$ cat src/rtl/spi_sched_pkg.sv
// Shared definitions for the SPI transfer scheduler.
//   sched_state_t   : scheduler FSM state encoding
//   DEF_NUM_REQ     : default number of requesters
//   DEF_TIP_TIMEOUT : default cycles allowed from send strobe to tip rising
//   DIV_W / MODE_W  : widths of the per-requester divisor and mode fields
package spi_sched_pkg;

    typedef enum logic [2:0] {
        IDLE     = 3'd0,
        SETUP    = 3'd1,
        START    = 3'd2,
        WAIT_TIP = 3'd3,
        XFER     = 3'd4,
        DONE     = 3'd5
    } sched_state_t;

    localparam int DEF_NUM_REQ     = 4;
    localparam int DEF_TIP_TIMEOUT = 15;
    localparam int DIV_W           = 12;
    localparam int MODE_W          = 2;

endpackage

$ cat src/rtl/rr_arbiter.sv
// Combinational round-robin winner selection.
//   req   : request vector, one bit per requester
//   ptr   : index with highest priority this round
//   grant : one-hot winner (all-zero when nothing requests)
//   idx   : binary index of the winner (0 when nothing requests)
//   valid : at least one request is present
// The search starts at ptr and walks upward, wrapping from NUM_REQ-1 to 0.
module rr_arbiter #(
    parameter int NUM_REQ = 4,
    parameter int IDX_W   = 2
) (
    input  logic [NUM_REQ-1:0] req,
    input  logic [IDX_W-1:0]   ptr,
    output logic [NUM_REQ-1:0] grant,
    output logic [IDX_W-1:0]   idx,
    output logic               valid
);

    // cand_idx[k] is the requester examined k-th in this round's search.
    logic [IDX_W-1:0] cand_idx [NUM_REQ];

    genvar gi;
    generate
        for (gi = 0; gi < NUM_REQ; gi++) begin : g_cand
            assign cand_idx[gi] = IDX_W'((int'(ptr) + gi) % NUM_REQ);
        end
    endgenerate

    // Walk the candidates from last to first so the earliest candidate that
    // requests is the one left standing.
    always_comb begin
        idx   = '0;
        valid = 1'b0;
        for (int i = NUM_REQ - 1; i >= 0; i--) begin
            if (req[cand_idx[i]]) begin
                idx   = cand_idx[i];
                valid = 1'b1;
            end
        end
        grant = '0;
        if (valid) begin
            grant[idx] = 1'b1;
        end
    end

endmodule

$ cat src/rtl/spi_xfer_scheduler.sv
// Arbitrates several requesters onto one SPI slave-select engine and
// sequences a single transfer at a time.
//   PCLK, PRESET        : clock and synchronous active-high reset
//   req_i               : per-requester level request, held until done_o
//   mode_i, div_i       : per-requester spi_mode / baud divisor slices
//   spiswai_i           : wait-in-wait, blocks new grants while high
//   tip_i               : transfer in progress from the engine
//   receive_data_i      : end-of-transfer strobe from the engine
//   grant_o             : one-hot current owner, zero when idle
//   done_o, err_o       : completion pulse to owner, timeout flag with it
//   mstr_o, spi_mode_o, BaudRateDivisor_o, send_data_o : engine config/start
// TIP_TIMEOUT must be at least 2.
module spi_xfer_scheduler
    import spi_sched_pkg::*;
#(
    parameter int NUM_REQ     = DEF_NUM_REQ,
    parameter int TIP_TIMEOUT = DEF_TIP_TIMEOUT
) (
    input  logic                        PCLK,
    input  logic                        PRESET,
    input  logic [NUM_REQ-1:0]          req_i,
    input  logic [MODE_W*NUM_REQ-1:0]   mode_i,
    input  logic [DIV_W*NUM_REQ-1:0]    div_i,
    input  logic                        spiswai_i,
    input  logic                        tip_i,
    input  logic                        receive_data_i,
    output logic [NUM_REQ-1:0]          grant_o,
    output logic [NUM_REQ-1:0]          done_o,
    output logic                        err_o,
    output logic                        mstr_o,
    output logic [MODE_W-1:0]           spi_mode_o,
    output logic [DIV_W-1:0]            BaudRateDivisor_o,
    output logic                        send_data_o
);

    localparam int IDX_W = (NUM_REQ > 1) ? $clog2(NUM_REQ) : 1;
    localparam int CNT_W = $clog2(TIP_TIMEOUT + 1);
    // The counter is cleared in START and advances once per WAIT_TIP cycle.
    // Giving up when it holds TIP_TIMEOUT-2 places the DONE cycle (done_o and
    // err_o) exactly TIP_TIMEOUT cycles after the send_data_o cycle; tip_i
    // seen on that last WAIT_TIP edge still wins over the timeout.
    localparam logic [CNT_W-1:0] CNT_LAST = CNT_W'(TIP_TIMEOUT - 2);
    localparam logic [IDX_W-1:0] IDX_LAST = IDX_W'(NUM_REQ - 1);

    sched_state_t         state_reg,    state_next;
    logic [IDX_W-1:0]     rr_ptr_reg,   rr_ptr_next;
    logic [IDX_W-1:0]     win_idx_reg,  win_idx_next;
    logic [NUM_REQ-1:0]   grant_reg,    grant_next;
    logic [MODE_W-1:0]    mode_reg,     mode_next;
    logic [DIV_W-1:0]     div_reg,      div_next;
    logic [CNT_W-1:0]     tip_cnt_reg,  tip_cnt_next;
    logic                 err_flag_reg, err_flag_next;

    logic [NUM_REQ-1:0]   arb_grant;
    logic [IDX_W-1:0]     arb_idx;
    logic                 arb_valid;

    // Per-requester configuration fields unpacked from the flat buses.
    logic [MODE_W-1:0]    mode_slice [NUM_REQ];
    logic [DIV_W-1:0]     div_slice  [NUM_REQ];

    genvar gi;
    generate
        for (gi = 0; gi < NUM_REQ; gi++) begin : g_slice
            assign mode_slice[gi] = mode_i[MODE_W*gi +: MODE_W];
            assign div_slice[gi]  = div_i[DIV_W*gi +: DIV_W];
        end
    endgenerate

    rr_arbiter #(
        .NUM_REQ (NUM_REQ),
        .IDX_W   (IDX_W)
    ) u_arb (
        .req   (req_i),
        .ptr   (rr_ptr_reg),
        .grant (arb_grant),
        .idx   (arb_idx),
        .valid (arb_valid)
    );

    always_ff @(posedge PCLK) begin
        if (PRESET) begin
            state_reg    <= IDLE;
            rr_ptr_reg   <= '0;
            win_idx_reg  <= '0;
            grant_reg    <= '0;
            mode_reg     <= '0;
            div_reg      <= '0;
            tip_cnt_reg  <= '0;
            err_flag_reg <= 1'b0;
        end else begin
            state_reg    <= state_next;
            rr_ptr_reg   <= rr_ptr_next;
            win_idx_reg  <= win_idx_next;
            grant_reg    <= grant_next;
            mode_reg     <= mode_next;
            div_reg      <= div_next;
            tip_cnt_reg  <= tip_cnt_next;
            err_flag_reg <= err_flag_next;
        end
    end

    always_comb begin
        state_next    = state_reg;
        rr_ptr_next   = rr_ptr_reg;
        win_idx_next  = win_idx_reg;
        grant_next    = grant_reg;
        mode_next     = mode_reg;
        div_next      = div_reg;
        tip_cnt_next  = tip_cnt_reg;
        err_flag_next = err_flag_reg;

        case (state_reg)
            IDLE: begin
                // Configuration is captured only here, so later changes on
                // mode_i/div_i or req_i cannot disturb a running transfer.
                if (arb_valid && !spiswai_i) begin
                    grant_next   = arb_grant;
                    win_idx_next = arb_idx;
                    mode_next    = mode_slice[arb_idx];
                    div_next     = div_slice[arb_idx];
                    state_next   = SETUP;
                end
            end
            SETUP: begin
                state_next = START;
            end
            START: begin
                tip_cnt_next = '0;
                state_next   = WAIT_TIP;
            end
            WAIT_TIP: begin
                if (tip_i) begin
                    state_next = XFER;
                end else if (tip_cnt_reg == CNT_LAST) begin
                    err_flag_next = 1'b1;
                    state_next    = DONE;
                end else begin
                    tip_cnt_next = tip_cnt_reg + 1'b1;
                end
            end
            XFER: begin
                if (receive_data_i || !tip_i) begin
                    state_next = DONE;
                end
            end
            DONE: begin
                grant_next    = '0;
                err_flag_next = 1'b0;
                rr_ptr_next   = (win_idx_reg == IDX_LAST) ? '0 : win_idx_reg + 1'b1;
                state_next    = IDLE;
            end
            default: begin
                state_next = IDLE;
            end
        endcase
    end

    assign grant_o           = grant_reg;
    assign done_o            = (state_reg == DONE) ? grant_reg : '0;
    assign err_o             = (state_reg == DONE) && err_flag_reg;
    assign mstr_o            = (state_reg != IDLE);
    assign send_data_o       = (state_reg == START);
    assign spi_mode_o        = mode_reg;
    assign BaudRateDivisor_o = div_reg;

endmodule

$ cat config.mk
export PLATFORM = sky130hd
export DESIGN_NAME = spi_xfer_scheduler
export DESIGN_NICKNAME = d
export VERILOG_FILES = /design/src/rtl/spi_sched_pkg.sv /design/src/rtl/rr_arbiter.sv /design/src/rtl/spi_xfer_scheduler.sv
export SDC_FILE = /design/constraint.sdc
export NUM_CORES = 1
export LEC_CHECK = 0
export ABC_AREA = 1
export ABC_CLOCK_PERIOD_IN_PS = 1800
export BUFFER_PORTS_ARGS = -buffer_cell sky130_fd_sc_hd__buf_2
export CORE_ASPECT_RATIO = 0.6
export CORE_MARGIN = 8
export CORE_UTILIZATION = 48
export DETAILED_ROUTE_END_ITERATION = 10
export PLACE_DENSITY = 0.89
export SLEW_MARGIN = 40
export SYNTH_ARGS = -nofsm -noshare
export SYNTH_HDL_FRONTEND = slang
export SYNTH_SLANG_ARGS = --single-unit
$ cat constraint.sdc
create_clock -name PCLK -period 1.8 [get_ports PCLK]
set_input_delay 0.09 -clock PCLK [delete_from_list [all_inputs] [get_ports PCLK]]
set_output_delay 0.09 -clock PCLK [all_outputs]
set_load 0.01 [all_outputs]
==> flow_summary.rst <==
.. list-table::
   :header-rows: 1

   * - Metric
     - Value
   * - Maximum fanout encountered on the critical timing path
     - 13
   * - Number of detailed-routing iterations run before antenna repair
     - 5
   * - Highest Clock Rate
     - 532 MHz
   * - Die Wd
     - 101 um
   * - Final count of negative-setup-slack endpoints
     - 5
   * - Worst skew pair latency
     - 270 ps
   * - Most repeated cell in the gate-level netlist after synthesis
     - sky130_fd_sc_hd__nor2_1
   * - Count of state elements after synthesis
     - 30
   * - Hold violation count in the final report
     - 0
   * - Violations in the final reports
     - setup timing
   * - Avg Synthesized Cell Area
     - 6.23 um^2
   * - Predominant post-synthesis flop cell
     - sky130_fd_sc_hd__dfxtp_1
   * - DR vias/cell
     - 5.53
   * - Initial core utilization
     - 50.6%
   * - Die Outline Area
     - 6810 um^2
   * - Cell types occupying the most area after synthesis
     - sky130_fd_sc_hd__dfxtp_1 (29%), sky130_fd_sc_hd__nor2_1 (11%), sky130_fd_sc_hd__nand3_1 (10%)
   * - Slowest cell on the critical path
     - sky130_fd_sc_hd__dfxtp_4
   * - Result of the run
     - finished, violations left
   * - Hold_ws
     - 140 ps
   * - RSZ-0062 raised after global routing
     - yes
   * - Post-synth top area share
     - 28.6%
   * - Setup ws final
     - -80.6 ps
   * - Final count of pins violating max slew
     - 0
   * - Wire length of the first global-routing pass
     - 10200 um
   * - Max capacitance violation total
     - 0
   * - Final critical delay including setup and external delays
     - 1880 ps
   * - Sequential area share after synthesis
     - 28.6%
   * - Largest buffer count on any clock path
     - 2
   * - Startpoint Class
     - register
   * - Number of synthesized flops with an enable pin
     - 0
   * - Count of cell types in the netlist
     - 26
   * - Worst path required time
     - 1970 ps
   * - DR DRC count
     - 0
   * - Total number of nets in the final design
     - 497
   * - Initial antenna violation count
     - 0
   * - Number of standard cells in the final layout excluding fillers
     - 490
   * - Post-synth ARST share
     - 0%
   * - Core region area
     - 4140 um^2
   * - Root Driver
     - sky130_fd_sc_hd__clkbuf_8
   * - Clock tree from TritonCTS
     - built
   * - Crit-path max cell delay
     - 410 ps
   * - Final GP Congestion
     - 0.890
   * - Number of vias in the routed layout
     - 2711
   * - IO Count
     - 90
   * - # H-tree levels
     - 2
   * - Leakage
     - 1.47 nW
   * - Least-Margin Pin Slew
     - 524 ps
   * - Sum of net half-perimeters after detailed placement
     - 5150 um
   * - Share of post-route cells with drive strength above 1
     - 38.1%
   * - Vias in the first global route
     - 2258
   * - Warnings, synthesis
     - 0
   * - Worst setup EP type
     - register
   * - Area leader, netlist
     - sky130_fd_sc_hd__dfxtp_1
   * - Cells after synthesis
     - 337
   * - Area added between synthesis and finish
     - 46.2%
   * - Critical path cell sequence
     - nand2_1, nand3_2, nand2_2, inv_2, nor2_4, nor2_4, nand2_8, clkbuf_16, a21oi_2, nor2_1, nor2_1, nor2_1
   * - Global routing usage summed across all routing layers
     - 18.4%
   * - Count of nets left with antenna violations after detail routing
     - 0
   * - Cell Rows
     - 18
   * - CTS Sinks
     - 30
   * - Clock-pin slew reported for the worst setup and hold paths after clock tree synthesis
     - 70 ps
   * - Remaining global-route overflow
     - 0
   * - Total placed cells including tap cells
     - 475
   * - Start-to-end type of the worst setup path
     - reg2reg
   * - Flip-flop count of the largest register, all copies and words added
     - 12
   * - Final-layout fill cell count
     - 350
   * - Total nets after synthesis
     - 405
   * - IR drop worst, VDD
     - 0.436 mV
   * - Worst slew slack as a fraction of its limit
     - 65.0%
   * - Hold crit path type
     - in2reg
   * - Worst clock skew
     - 5.63 ps
   * - Overall die height
     - 67.2 um
   * - Ranking of synthesized cells by instance count
     - sky130_fd_sc_hd__nor2_1 (64), sky130_fd_sc_hd__nand2_1 (51), sky130_fd_sc_hd__nand3_1 (43)
   * - Initial DRC Count
     - 250
   * - Total standard cell area after synthesis
     - 2100 um^2
   * - Num CTS Buffers
     - 5
   * - Crit path arrival time
     - 2050 ps
   * - Drt wl/cell
     - 15.7 um
   * - Largest net degree at the start of global routing
     - 30
   * - Library cell appearing most often on the critical path
     - sky130_fd_sc_hd__nor2_1
   * - Inserted Diodes
     - 0
   * - Total power density per cell area
     - 732 nW/um^2
   * - I/O Buffers
     - 89
   * - Fin crit share
     - 104%
   * - End-of-flow core utilization
     - 74.0%
   * - Routed wire length
     - 7710 um
-- cell families (layout without fill, tap and decap cells) --
group | after synthesis | count (layout) | share of synthesized area [%]
and+or+nand+nor | 203 | 203 | 45.5
buffers and inverters | 52 | 145 | 11.7
AOI/OAI and AO/OA | 47 | 47 | 11.5
DFF | 30 | 30 | 28.6
adders and majority gates | 3 | 3 | 1.79
xor gates and xnor gates | 2 | 2 | 0.835
-- final cells by class --
class / instances / area (um^2) / area share, %
Timing Repair Buffer: 105 / 723 / 23.6
Sequential cell: 30 / 608 / 19.8
Clock inverter: 1 / 30.0 / 0.979
Inverter: 32 / 128 / 4.16
Multi-Input combinational cell: 255 / 1430 / 46.5
Clock buffer: 7 / 76.3 / 2.49
Tap cell: 60 / 75.1 / 2.45
-- what timing repair did --
action,CTS,global route
setup buffers,0,2
gates resized for setup,2,55
cloned,0,5
hold buffers,0,0
pin swaps,0,7
setup endpoints to repair,16,21
-- power by group --
group | internal, mW | leakage (nW) | switching (mW)
registers | 0.734 | 0.247 | 0.0551
clock network | 0.414 | 0.0524 | 0.243
logic | 0.345 | 1.17 | 0.455
-- final timing paths --
| kind | startpoint | endpoint | slack, ps | depth (start not counted) |
|---|---|---|---|---|
| min reg2reg | err_flag_reg | err_flag_reg | 460 | 2 |
| min | PRESET | tip_cnt_reg[3] | 140 | 2 |
| max | rr_ptr_reg[0] | BaudRateDivisor_o[11] | -80 | 12 |
| max reg2reg | rr_ptr_reg[0] | BaudRateDivisor_o[11] | -80 | 12 |
-- cell usage in the layout, fill, tap and decap left out --
| cell type | Yosys | routed |
|---|---|---|
| sky130_fd_sc_hd__o21ai_0 | 18 | 18 |
| sky130_fd_sc_hd__nand4_1 | 17 | 17 |
| sky130_fd_sc_hd__inv_6 | 0 | 1 |
| sky130_fd_sc_hd__a21oi_1 | 25 | 16 |
| sky130_fd_sc_hd__xor2_1 | 2 | 2 |
| sky130_fd_sc_hd__buf_8 | 0 | 1 |
| sky130_fd_sc_hd__nand2_8 | 0 | 3 |
| sky130_fd_sc_hd__nand2_2 | 4 | 16 |
| sky130_fd_sc_hd__nor3_1 | 5 | 5 |
| sky130_fd_sc_hd__nand2_1 | 51 | 35 |
| sky130_fd_sc_hd__a21oi_2 | 1 | 10 |
| sky130_fd_sc_hd__clkbuf_1 | 3 | 2 |
| sky130_fd_sc_hd__dfxtp_4 | 0 | 2 |
| sky130_fd_sc_hd__inv_1 | 29 | 25 |
| sky130_fd_sc_hd__buf_12 | 0 | 5 |
| sky130_fd_sc_hd__clkbuf_16 | 0 | 5 |
| sky130_fd_sc_hd__buf_2 | 12 | 89 |
| sky130_fd_sc_hd__nand3_1 | 43 | 37 |
| sky130_fd_sc_hd__nor2_1 | 64 | 60 |
| sky130_fd_sc_hd__nor4_1 | 1 | 1 |
| sky130_fd_sc_hd__nand3_2 | 0 | 6 |
| sky130_fd_sc_hd__dfxtp_1 | 30 | 28 |
| sky130_fd_sc_hd__o21ai_1 | 1 | 1 |
| sky130_fd_sc_hd__inv_2 | 2 | 5 |
| sky130_fd_sc_hd__nand2_4 | 2 | 3 |
| sky130_fd_sc_hd__nor2_4 | 1 | 4 |
| sky130_fd_sc_hd__nor2_2 | 1 | 2 |
| sky130_fd_sc_hd__a31oi_1 | 2 | 2 |
| sky130_fd_sc_hd__bufinv_16 | 0 | 1 |
| sky130_fd_sc_hd__inv_4 | 1 | 1 |
| sky130_fd_sc_hd__buf_4 | 1 | 5 |
| sky130_fd_sc_hd__nand3b_1 | 14 | 14 |
| sky130_fd_sc_hd__ha_1 | 3 | 3 |
| sky130_fd_sc_hd__clkbuf_8 | 0 | 5 |
-- per-stage QoR --
| stage | worst slack (ps) | power (mW) | cell area, um^2 | TNS, ps |
|---|---|---|---|---|
| 2_1_floorplan | 177 | 1.21 | 2100 | 0 |
| 3_3_place_gp | 14.8 | 1.45 | 2630 | 0 |
| 3_5_place_dp | -73.7 | 1.47 | 2630 | -711 |
| 4_1_cts | 13.4 | 2.12 | 2730 | 0 |
| 5_1_grt | -169 | 2.37 | 3070 | -1240 |
| 6_report | -80.6 | 2.25 | 3070 | -178 |
-- worst max-delay path: cells and delay by family, from the launching register on --
kind | cells | cell delay [ps]
AND/OR/NAND/NOR | 9 | 950
flip-flops | 1 | 410
buffers and inverters | 2 | 270
AO/OA/AOI/OAI | 1 | 150
-- layer usage --
metal / wire (um) / part of all wire (%) / GRT usage (%) / up-vias
li1: - / - / - / 1301
met3: 772 / 10 / 6.26 / 10
met2: 3550 / 46 / 29.0 / 161
met4: 103 / 1.3 / 3.68 / 0
met5: 0 / 0 / 0 / -
met1: 3290 / 43 / 24.1 / 1239
No activity file was read; power rests on OpenSTA's default activity.
